<file path="config.mk">
export PLATFORM = sky130hd
export DESIGN_NAME = clock_period_meter
export DESIGN_NICKNAME = d
export VERILOG_FILES = /design/src/rtl/clock_meas_pkg.sv /design/src/rtl/sync_edge_detect.sv /design/src/rtl/clock_period_meter.sv
export SDC_FILE = /design/constraint.sdc
export NUM_CORES = 1
export LEC_CHECK = 0
export BUFFER_PORTS_ARGS = -buffer_cell sky130_fd_sc_hd__buf_2
export CORE_MARGIN = 2
export CORE_UTILIZATION = 55
export CTS_CLUSTER_DIAMETER = 50
export CTS_CLUSTER_SIZE = 20
export DETAILED_ROUTE_END_ITERATION = 8
export GPL_ROUTABILITY_DRIVEN = 0
export HOLD_SLACK_MARGIN = 0.08
export PLACE_DENSITY = 0.87
export SETUP_SLACK_MARGIN = 0.1
export SYNTH_ARGS = -nofsm -noshare
export SYNTH_HDL_FRONTEND = slang
export SYNTH_SLANG_ARGS = --single-unit
</file>
<file path="constraint.sdc">
create_clock -name clock_in -period 2.25 [get_ports clock_in]
set_clock_uncertainty 0.1 [all_clocks]
set_input_delay 0.45 -clock clock_in [delete_from_list [all_inputs] [get_ports clock_in]]
set_output_delay 0.45 -clock clock_in [all_outputs]
set_load 0.02 [all_outputs]
</file>
<file path="src/rtl/clock_meas_pkg.sv">
//------------------------------------------------------------------------------
// clock_meas_pkg : shared widths, state encoding and timeout default for the
//                  clock divider / clock period meter pair.
// Revision 1.0 - initial release
//------------------------------------------------------------------------------
`default_nettype none

package clock_meas_pkg;

    localparam int DEF_WIDTH = 36;

    // Largest count a DEF_WIDTH counter can reach without wrapping.
    localparam logic [DEF_WIDTH-1:0] DEF_TIMEOUT = '1;

    typedef enum logic {
        WAIT_FIRST = 1'b0,
        MEASURE    = 1'b1
    } meas_state_t;

endpackage

`default_nettype wire

</file>
<file path="src/rtl/sync_edge_detect.sv">
//------------------------------------------------------------------------------
// sync_edge_detect : SYNC_STAGES-flop synchronizer plus one delay flop,
//                    giving the synchronized level and a rising-edge strobe.
// Revision 1.0 - initial release
//------------------------------------------------------------------------------
`default_nettype none

module sync_edge_detect #(
    parameter int SYNC_STAGES = 2
) (
    input  logic clock_in,
    input  logic reset_n,
    input  logic i_sig,
    output logic o_s,
    output logic o_rise
);

    logic [SYNC_STAGES-1:0] r_sync;
    logic                   r_s_d;

    always_ff @(posedge clock_in or negedge reset_n) begin
        if (!reset_n) begin
            r_sync <= '0;
            r_s_d  <= 1'b0;
        end else begin
            r_sync <= {r_sync[SYNC_STAGES-2:0], i_sig};
            r_s_d  <= r_sync[SYNC_STAGES-1];
        end
    end

    assign o_s    = r_sync[SYNC_STAGES-1];
    assign o_rise = r_sync[SYNC_STAGES-1] & ~r_s_d;

endmodule

`default_nettype wire

</file>
<file path="src/rtl/clock_period_meter.sv">
//------------------------------------------------------------------------------
// clock_period_meter : measures period and high time of an asynchronous
//                      clock-like input in clock_in cycles.
// Optional macro CLOCK_PERIOD_METER_DUTY_EN enables high-time measurement;
// without it high_out is tied to 0.
// Revision 1.0 - initial release
//------------------------------------------------------------------------------
`default_nettype none

module clock_period_meter
    import clock_meas_pkg::*;
#(
    parameter int               WIDTH       = DEF_WIDTH,
    parameter int               SYNC_STAGES = 2,
    parameter logic [WIDTH-1:0] TIMEOUT     = WIDTH'(DEF_TIMEOUT)
) (
    input  logic             clock_in,
    input  logic             reset_n,
    input  logic             sig_in,
    output logic [WIDTH-1:0] period_out,
    output logic [WIDTH-1:0] high_out,
    output logic             valid,
    output logic             timeout
);

    logic w_s;
    logic w_rise;

    sync_edge_detect #(
        .SYNC_STAGES (SYNC_STAGES)
    ) u_sync (
        .clock_in (clock_in),
        .reset_n  (reset_n),
        .i_sig    (sig_in),
        .o_s      (w_s),
        .o_rise   (w_rise)
    );

    meas_state_t      r_state,   w_state_nxt;
    logic [WIDTH-1:0] r_per_cnt, w_per_cnt_nxt;
    logic [WIDTH-1:0] r_period,  w_period_nxt;
    logic             r_valid,   w_valid_nxt;
    logic             r_timeout, w_timeout_nxt;
    logic             w_capture;
    logic [WIDTH-1:0] w_high;

    always_ff @(posedge clock_in or negedge reset_n) begin
        if (!reset_n) begin
            r_state   <= WAIT_FIRST;
            r_per_cnt <= '0;
            r_period  <= '0;
            r_valid   <= 1'b0;
            r_timeout <= 1'b0;
        end else begin
            r_state   <= w_state_nxt;
            r_per_cnt <= w_per_cnt_nxt;
            r_period  <= w_period_nxt;
            r_valid   <= w_valid_nxt;
            r_timeout <= w_timeout_nxt;
        end
    end

    // A rise on the cycle the count hits TIMEOUT still yields a measurement.
    always_comb begin
        w_state_nxt   = r_state;
        w_per_cnt_nxt = r_per_cnt;
        w_period_nxt  = r_period;
        w_valid_nxt   = 1'b0;
        w_timeout_nxt = r_timeout;
        w_capture     = 1'b0;
        case (r_state)
            WAIT_FIRST: begin
                if (w_rise) begin
                    w_per_cnt_nxt = {{(WIDTH-1){1'b0}}, 1'b1};
                    w_state_nxt   = MEASURE;
                end
            end
            MEASURE: begin
                if (w_rise) begin
                    w_capture     = 1'b1;
                    w_period_nxt  = r_per_cnt;
                    w_valid_nxt   = 1'b1;
                    w_timeout_nxt = 1'b0;
                    w_per_cnt_nxt = {{(WIDTH-1){1'b0}}, 1'b1};
                end else if (r_per_cnt == TIMEOUT) begin
                    w_timeout_nxt = 1'b1;
                    w_state_nxt   = WAIT_FIRST;
                end else begin
                    w_per_cnt_nxt = r_per_cnt + 1'b1;
                end
            end
            default: w_state_nxt = WAIT_FIRST;
        endcase
    end

`ifdef CLOCK_PERIOD_METER_DUTY_EN
    logic [WIDTH-1:0] r_hi_cnt;
    logic [WIDTH-1:0] r_high;

    // hi_cnt never exceeds per_cnt, so the TIMEOUT guard keeps it from wrapping.
    always_ff @(posedge clock_in or negedge reset_n) begin
        if (!reset_n) begin
            r_hi_cnt <= '0;
            r_high   <= '0;
        end else begin
            if (w_capture) begin
                r_high <= r_hi_cnt;
            end
            if (w_rise) begin
                r_hi_cnt <= {{(WIDTH-1){1'b0}}, 1'b1};
            end else if (r_state == MEASURE && w_s && r_per_cnt != TIMEOUT) begin
                r_hi_cnt <= r_hi_cnt + 1'b1;
            end
        end
    end

    assign w_high = r_high;
`else
    logic w_unused_duty;
    assign w_unused_duty = w_s & w_capture;
    assign w_high        = '0;
`endif

    assign period_out = r_period;
    assign high_out   = w_high;
    assign valid      = r_valid;
    assign timeout    = r_timeout;

endmodule

`default_nettype wire

</file>
==> impl_metrics.env <==
export IMPL_final_min_clock_period_ns=2.01
export IMPL_cts_sinks=78
export IMPL_ir_drop_v=0.000424
export IMPL_multi_input_area_um2=1670
export IMPL_hold_viol_final=0
export IMPL_finalCritPeriodShare=0.893
export IMPL_cp_top_family="simple AND/OR/NAND/NOR gates"
export IMPL_worstPathMaxFanout=10
export IMPL_outcome="finished, final reports clean"
export IMPL_power_uw=2810
export IMPL_path_clk_slew_ns=0.08
export IMPL_grt_max_degree=43
export IMPL_row_count=30
export IMPL_setup_viol=0
export IMPL_start_kind="flip-flop"
export IMPL_via_count=2820
export IMPL_antenna_found_initial=0
export IMPL_routed_via_density=5.71
export IMPL_placed_area_um2=4020
export IMPL_final_area_um2=4250
export IMPL_rsz0062_at_grt="true"
export IMPL_synth_cell_types=44
export IMPL_drive_gt1_frac=0.275
export IMPL_cts_made_buffers=9
export IMPL_cp_cell_sequence="and4_2, and2_4, and4_4, buf_4, or3_1, a21oi_1"
export IMPL_maxCapViolations=0
export IMPL_nFillCells=553
export IMPL_area_growth_pct=11.1
export IMPL_p_per_area_nw_per_um2=661
export IMPL_crit_slowest_cell="dfrtp_1"
export IMPL_layout_common_cells="76 x dfrtp_1, 39 x buf_2, 36 x conb_1, 32 x mux2_2, 25 x o21ai_0"
export IMPL_place_hpwl_mm=5.22
export IMPL_fp_dieW_um=87.4
export IMPL_grt_overflow=0
export IMPL_crit_type="flip-flop to flip-flop"
export IMPL_port_buffers=40
export IMPL_clock_latency_ns=0.36
export IMPL_maxSlewViolCount=0
export IMPL_async_reset_ff_frac=1.00
export IMPL_drc=0
export IMPL_totalWireLength_mm=7.33
export IMPL_clock_tree_root_cell="clkbuf_8"
export IMPL_diodes=0
export IMPL_yosysWarnings=0
export IMPL_slowest_delay_ns=0.45
export IMPL_ys_ff_latch=78
export IMPL_seqCellArea_um2=1950
export IMPL_grt_usage=0.207
export IMPL_postRouteAntennaNets=0
export IMPL_first_global_vias=2684
export IMPL_critPathCaptureType="flip-flop"
export IMPL_final_common_cell="dfrtp_1"
export IMPL_synth_seq_area_share=0.510
export IMPL_cts_tree="done"
export IMPL_tns_ns=0
export IMPL_nets=413
export IMPL_leakagePower_uw=0.00206
export IMPL_crit_arrival_ns=2.19
export IMPL_first_pass_iters=4
export IMPL_netlist_area_um2=3830
export IMPL_wl_per_cell_um=14.8
export IMPL_synth_edf_count=0
export IMPL_cts_max_level=3
export IMPL_syn_inst=360
export IMPL_die_height_um=87.4
export IMPL_syn_area_per_cell_um2=10.6
export IMPL_dieArea_um2=7640
export IMPL_cts_setup_buffers=0
export IMPL_drtIter0Drc=208
export IMPL_worstHoldPathType="flip-flop to flip-flop"
export IMPL_grt_pass1_wl_mm=12.2
export IMPL_num_io_pins=77
export IMPL_start_util=0.566
export IMPL_crit_required_ns=2.43
export IMPL_synth_flop_cell="dfrtp_1"
export IMPL_fmax_ghz=0.498
export IMPL_cts_buffer_depth=2
export IMPL_core_area_um2=6760
export IMPL_cp_num_buf_inv=1
[power by group]
group / total [uW] / leakage, uW / switching [uW] / internal, uW
logic: 349 / 0.000924 / 235 / 115
registers: 1520 / 0.00106 / 56.9 / 1460
clock network: 939 / 0.0000776 / 511 / 428
[cell usage after synthesis (all sizes together) (5+ instances only)]
library cell	count	area share
dfrtp	78	0.51
buf	45	0.084
mux2	32	0.094
o21ai	29	0.038
a21oi	23	0.030
or3	20	0.033
nor2	19	0.019
nand4	18	0.031
nand2	17	0.017
nand3	14	0.018
xnor2	9	0.021
a211oi	7	0.014
inv	7	0.0069
clkbuf	6	0.0059
and4	5	0.012
[kinds of logic after synthesis]
| kind of cell | Yosys count | share of synthesized area |
|---|---|---|
| adder cells (fa/ha/maj) | 1 | 0.00327 |
| other | 1 | 0.000980 |
| AO/OA/AOI/OAI | 67 | 0.101 |
| flip-flops | 78 | 0.510 |
| buffers and inverters | 58 | 0.0965 |
| AND/OR/NAND/NOR | 113 | 0.171 |
| multiplexers | 32 | 0.0942 |
| XOR/XNOR | 10 | 0.0229 |
[repair_timing]
action                                 CTS  global route
hold buffers                             2             0
endpoints found under the hold margin   37             0
setup endpoints to repair                0            15
gates resized for setup                  0             8
[flip-flops by register name (all words and copies together) (netlist names)]
register       count
u_sync.r_s_d       1
valid              1
u_sync.r_sync      2
r_per_cnt         36
r_state            1
period_out        36
timeout            1
[final cells by class]
| cell class | count | share of cell area |
|---|---|---|
| clock buffers | 11 | 0.0333 |
| multi-input cells | 259 | 0.393 |
| clock inverters | 5 | 0.00824 |
| inverters | 7 | 0.00618 |
| well taps | 80 | 0.0235 |
| flip-flops and latches | 78 | 0.460 |
| repair buffers | 54 | 0.0765 |
[per-layer routing]
metal  routed length [um]  global-route usage
met1                 3190               0.273
met2                 3600               0.318
met3                  432              0.0540
met4                  108              0.0993
met5                    0                   0
[path summary, 6_finish.rpt]
kind                                    end  depth (start not counted)  slack, ns              from
setup / recovery               r_per_cnt[5]                          6       0.24      r_per_cnt[3]
hold / removal             u_sync.r_sync[1]                          0       0.26  u_sync.r_sync[0]
setup reg to reg               r_per_cnt[5]                          6       0.24      r_per_cnt[3]
hold reg to reg            u_sync.r_sync[1]                          0       0.26  u_sync.r_sync[0]
max in group asynchronous     r_per_cnt[16]                          3       0.98           reset_n
min in group asynchronous  u_sync.r_sync[0]                          2       0.48           reset_n
[through the flow]
| step | utilization | cells | hold WS [ns] | setup WS [ns] |
|---|---|---|---|---|
| after global placement | 0.595 | 476 | 0.233 | 0.213 |
| final | 0.629 | 494 | 0.255 | 0.241 |
| after detailed placement | 0.595 | 476 | 0.241 | 0.118 |
| after global routing | 0.629 | 494 | 0.283 | 0.108 |
| after CTS | 0.624 | 494 | 0.259 | 0.105 |
| after floorplan | - | 395 | 0.0544 | 0.414 |
Power figures use the tool's default switching activity.
